$ cat src/rtl/bram18k_sdp_burst_reader.sv
// Burst read engine for the registered read port of an 18K simple-dual-port RAM.
// Issues credit-limited reads and streams returned words out of a 4-entry FIFO.
module bram18k_sdp_burst_reader #(
  parameter int ADDR_WIDTH = 10,
  parameter int DATA_WIDTH = 18
) (
  input  logic                  clock0,
  input  logic                  reset,
  input  logic                  START_i,
  input  logic [ADDR_WIDTH-1:0] BASE_ADDR_i,
  input  logic [ADDR_WIDTH:0]   LEN_i,
  output logic                  REN_o,
  output logic [ADDR_WIDTH-1:0] RD_ADDR_o,
  input  logic [DATA_WIDTH-1:0] RDATA_i,
  output logic                  VALID_o,
  input  logic                  READY_i,
  output logic [DATA_WIDTH-1:0] DATA_o,
  output logic                  LAST_o,
  output logic                  BUSY_o,
  output logic                  DONE_o
);

  typedef enum logic [1:0] {S_IDLE, S_RUN, S_DRAIN} state_t;

  localparam logic [ADDR_WIDTH-1:0] ADDR_ONE = 1;
  localparam logic [ADDR_WIDTH:0]   LEN_ONE  = 1;
  localparam logic [ADDR_WIDTH:0]   LEN_ZERO = 0;

  state_t                  r_state;
  logic                    r_ren;
  logic                    r_ren_d;
  logic [ADDR_WIDTH-1:0]   r_addr;
  logic [ADDR_WIDTH-1:0]   r_next_addr;
  logic [ADDR_WIDTH:0]     r_remaining;
  logic [ADDR_WIDTH:0]     r_len;
  logic [ADDR_WIDTH:0]     r_sent;
  logic                    r_done;
  logic [DATA_WIDTH-1:0]   r_mem [4];
  logic [1:0]              r_wptr;
  logic [1:0]              r_rptr;
  logic [2:0]              r_count;

  logic                    w_push;
  logic                    w_pop;
  logic [1:0]              w_inflight;
  logic                    w_credit;
  logic                    w_issue;
  logic [2:0]              w_count_nxt;

  // REN_o is asserted for the cycle after the issuing edge, so the credit
  // check counts both the read on the port now and the one being written.
  assign w_push      = r_ren_d;
  assign w_pop       = (r_count != 3'd0) && READY_i;
  assign w_inflight  = {1'b0, r_ren} + {1'b0, r_ren_d};
  assign w_credit    = ({1'b0, r_count} + {2'b00, w_inflight}) < 4'd4;
  assign w_issue     = (r_state == S_RUN) && (r_remaining != LEN_ZERO) && w_credit;
  assign w_count_nxt = r_count + {2'b00, w_push} - {2'b00, w_pop};

  always_ff @(posedge clock0 or posedge reset) begin
    if (reset) begin
      r_state     <= S_IDLE;
      r_ren       <= 1'b0;
      r_ren_d     <= 1'b0;
      r_addr      <= '0;
      r_next_addr <= '0;
      r_remaining <= '0;
      r_len       <= '0;
      r_sent      <= '0;
      r_done      <= 1'b0;
      r_wptr      <= '0;
      r_rptr      <= '0;
      r_count     <= '0;
    end else begin
      r_ren_d <= r_ren;
      r_done  <= 1'b0;
      r_count <= w_count_nxt;
      if (w_push) r_wptr <= r_wptr + 2'd1;
      if (w_pop) begin
        r_rptr <= r_rptr + 2'd1;
        r_sent <= r_sent + LEN_ONE;
      end
      case (r_state)
        S_IDLE: begin
          r_ren <= 1'b0;
          if (START_i) begin
            if (LEN_i == LEN_ZERO) begin
              r_done <= 1'b1;
            end else begin
              r_ren       <= 1'b1;
              r_addr      <= BASE_ADDR_i;
              r_next_addr <= BASE_ADDR_i + ADDR_ONE;
              r_remaining <= LEN_i - LEN_ONE;
              r_len       <= LEN_i;
              r_sent      <= '0;
              r_state     <= (LEN_i == LEN_ONE) ? S_DRAIN : S_RUN;
            end
          end
        end
        S_RUN: begin
          r_ren <= w_issue;
          if (w_issue) begin
            r_addr      <= r_next_addr;
            r_next_addr <= r_next_addr + ADDR_ONE;
            r_remaining <= r_remaining - LEN_ONE;
            if (r_remaining == LEN_ONE) r_state <= S_DRAIN;
          end
        end
        S_DRAIN: begin
          r_ren <= 1'b0;
          if (!r_ren && (w_count_nxt == 3'd0)) begin
            r_done  <= 1'b1;
            r_state <= S_IDLE;
          end
        end
        default: begin
          r_ren   <= 1'b0;
          r_state <= S_IDLE;
        end
      endcase
    end
  end

  // FIFO storage carries data only; occupancy lives in the control registers.
  always_ff @(posedge clock0) begin
    if (w_push) r_mem[r_wptr] <= RDATA_i;
  end

  assert property (@(posedge clock0) disable iff (reset)
    !(w_push && !w_pop && (r_count == 3'd4)));

  assign REN_o     = r_ren;
  assign RD_ADDR_o = r_addr;
  assign VALID_o   = (r_count != 3'd0);
  assign DATA_o    = VALID_o ? r_mem[r_rptr] : '0;
  assign LAST_o    = VALID_o && (r_sent == (r_len - LEN_ONE));
  assign BUSY_o    = (r_state != S_IDLE);
  assign DONE_o    = r_done;

endmodule

$ cat config.mk
export PLATFORM = sky130hd
export DESIGN_NAME = bram18k_sdp_burst_reader
export DESIGN_NICKNAME = d
export VERILOG_FILES = /design/src/rtl/bram18k_sdp_burst_reader.sv
export SDC_FILE = /design/constraint.sdc
export NUM_CORES = 1
export LEC_CHECK = 0
export ABC_AREA = 1
export BUFFER_PORTS_ARGS = -buffer_cell sky130_fd_sc_hd__buf_4
export CAP_MARGIN = 15
export CORE_MARGIN = 2
export CORE_UTILIZATION = 40
export DETAILED_ROUTE_END_ITERATION = 8
export SYNTH_ARGS = -nofsm -noshare
export SYNTH_HDL_FRONTEND = slang
export SYNTH_SLANG_ARGS = --single-unit
$ cat constraint.sdc
create_clock -name clock0 -period 2.25 [get_ports clock0]
set_input_delay 0.225 -clock clock0 [delete_from_list [all_inputs] [get_ports clock0]]
set_output_delay 0.225 -clock clock0 [all_outputs]
set_load 0.005 [all_outputs]
==> out/results.ini <==
[place]
pre_cts_ws_ns=0.124
dpl_cell_area_um2=7780
dp_hpwl_um=10100
gp_congestion=0.825
portBuffers=75

[grt]
gr-usage-met2=0.289
antenna_found_initial=0
grt_max_degree=66
overflow=0
grt_util_met1=0.230
track_usage=0.174
met3_usage=0.0393
grt_first_pass_wirelength_um=24900
grt_pass1_vias=5084
busiest_layer=met2

[finish]
layout.nets=929
antenna_cells=0
drive_gt1_frac=0.199
fin_area_um2=8540
area_delta_synth_final_pct=23.9

[sta]
fin_crit_sh=0.955
finalHoldViolations=0
setup_viol=0
rsz0062_at_grt=true
fin_crit_ns=2.15
fin_worst_skew_ns=0.00535
worst_pin_slew_ns=0.407
finalSetupTns_ns=0
maxSlewViolCount=0
setup_ws_ns=0.100
fmax_ghz=0.465
slew_headroom=0.729

[power_and_ir_drop]
pwr-share-clk=0.223
seq_power_share=0.326
vdd_ir_drop_max_mv=0.855
p_int_mw=7.30
p_leak_nw=3.76
comb_power_share=0.451
switching_power_mw=4.88
swShare=0.401
p_per_area_nw_per_um2=1430

[routing]
vias=5315
first_pass_iters=6
wire_per_inst_um=13.7
wl_um=15100
remaining_drc_errors=0
vias_per_cell=4.82
antenna_left=0
drtIter0Drc=268

[worst_setup_path]
cp_max_fo=3
path_class=reg -> out
reg2reg_slack_ns=0.15
r2r_cells=15
cp.arrival_ns=1.92
crit_path_end_kind=primary output
r2r-end=r_state[1]$_DFFE_PP0P_
required_ns=2.03
start_kind=flip-flop
r2r_start=r_count[2]$_DFF_PP0_

[synth]
ys_seq_elements=137
synth_cell_types=38
synth-edff-count=72
ys_warn_count=0
synth_nets=827
ys_async_sr_fraction=0.474
synth_area_um2=6890
syn_inst=768
synthFlopType=edfxtp_1
yosysSeqAreaShare=0.550
syn_avg_cell_area_um2=8.97

[worst_hold_path]
hold_path_end=r_mem[1][8]$_DFFE_PP_
hold_class=in -> reg
min_path_cells=1
hp-start=RDATA_i[8]

[clock_tree]
numCtsBuffers=17
clkTransAtPathRegs_ns=0.06
cts_root_buffer=clkbuf_16
cts_tree=done
cts_max_path_buffers=2
clk_latency_ns=0.41
h-tree-depth=4
clkSinkCount=137

[die]
die_h_um=135
core.rowCount=47
top_level_ports=76
dieArea_um2=18300
initial_core_util=0.412
die_x_um=135
coreArea_um2=16700

[run_status]
outcome=completed

[run]
cap_violations=0

==> how the worst max path moves through the flow <==
stage,cells after the start,endpoint,startpoint
3_5_place_dp,15,r_state[1]$_DFFE_PP0P_,r_count[2]$_DFF_PP0_
2_1_floorplan,15,r_state[1]$_DFFE_PP0P_,r_count[1]$_DFF_PP0_
4_1_cts,7,DATA_o[11],r_count[2]$_DFF_PP0_
5_1_grt,15,r_state[1]$_DFFE_PP0P_,r_count[0]$_DFF_PP0_
3_3_place_gp,15,r_state[1]$_DFFE_PP0P_,r_count[0]$_DFF_PP0_
6_report,10,LAST_o,r_len[0]$_DFFE_PP0P_
==> layer usage <==
layer | vias up | routed length [um] | share of wire
li1 | 2720 | - | -
met1 | 2478 | 6970 | 0.46
met2 | 109 | 7290 | 0.48
met3 | 8 | 671 | 0.044
met4 | 0 | 163 | 0.011
met5 | - | 0 | 0
==> critical path: stages (launching register included) <==
cell and delay, ns:
dfrtp_1 0.41, inv_2 0.07, ha_4 0.26, or2_2 0.09, nand3_1 0.06, nor2_1 0.12, nand3_1 0.10, nor2_1 0.09
nand3_1 0.07, nor2_1 0.11, buf_4 0.12
==> registers in the layout, indices dropped and copies added, names as in the netlist <==
register and cells:
r_mem 72, r_len 11, r_remaining 11, r_sent 11
RD_ADDR_o 10, r_next_addr 10, r_count 3, r_rptr 2
r_state 2, r_wptr 2, DONE_o 1, REN_o 1
r_ren_d 1
==> logic make-up after synthesis <==
logic type	Yosys count	share of synthesized area
AO/OA/AOI/OAI	115	0.0865
XOR/XNOR	33	0.0420
adder cells (fa/ha/maj)	16	0.0301
buffers and inverters	95	0.0583
flip-flops	137	0.550
AND/OR/NAND/NOR	372	0.233
==> per-stage QoR <==
step	hold slack [ns]	util	instances	power (mW)
after CTS	0.000409	0.504	1096	12.2
after detailed placement	0.341	0.466	1059	9.40
after floorplan	0.324	-	768	7.61
after global placement	0.335	0.466	1059	9.34
after global routing	0.000459	0.511	1103	13.2
final	0.0196	0.511	1103	12.2
==> power by group through the flow <==
| stage | sequential (mW) | combinational, mW | clock [mW] |
|---|---|---|---|
| floorplan | 3.90 | 3.72 | 0 |
| global placement | 3.99 | 5.35 | 0 |
| detailed placement | 4.00 | 5.39 | 0 |
| CTS | 3.96 | 5.44 | 2.78 |
| global route | 4.06 | 6.28 | 2.90 |
| finish | 3.97 | 5.49 | 2.71 |
==> cells in the final DEF, fill, tap and decap left out, types with 24 or more instances in the layout <==
cell type	instances
nor2_1	130
o21ai_0	79
inv_1	57
edfxtp_1	72
dfrtp_1	65
xor2_1	24
a21oi_1	24
nand3_1	36
nand2_1	165
buf_4	95
==> timing repair <==
| action | CTS | global route |
|---|---|---|
| endpoints found under the setup margin | 1 | 14 |
| hold buffers | 5 | 5 |
| gates resized for setup | 1 | 15 |
| pin swaps | 0 | 3 |
| setup buffers | 0 | 2 |
| endpoints found under the hold margin | 81 | 16 |
==> cell usage after synthesis, types with 4 or more instances <==
| cell type | n | area, um2 |
|---|---|---|
| a21oi_1 | 24 | 120 |
| buf_2 | 6 | 30.0 |
| buf_4 | 4 | 30.0 |
| clkbuf_1 | 9 | 33.8 |
| dfrtp_1 | 65 | 1630 |
| edfxtp_1 | 72 | 2160 |
| ha_1 | 15 | 188 |
| inv_1 | 62 | 233 |
| inv_2 | 5 | 18.8 |
| nand2_1 | 165 | 619 |
| nand2_2 | 8 | 50.1 |
| nand3_1 | 39 | 195 |
| nand3_2 | 5 | 50.1 |
| nand4_1 | 5 | 31.3 |
| nor2_1 | 131 | 492 |
| nor2_4 | 4 | 45.0 |
| o21ai_0 | 80 | 400 |
| o21ai_1 | 4 | 20.0 |
| xnor2_1 | 9 | 78.8 |
| xor2_1 | 24 | 210 |
==> area by class of cell <==
class                      count  area, um2
clock buffer                  17        425
clock inverter                15        154
fill                        1581       8170
inverter                      70        270
multi-input combinational    536       2750
sequential                   137       3790
tap                          220        275
timing repair buffer         108        873
(Power assumes the default switching activity.)
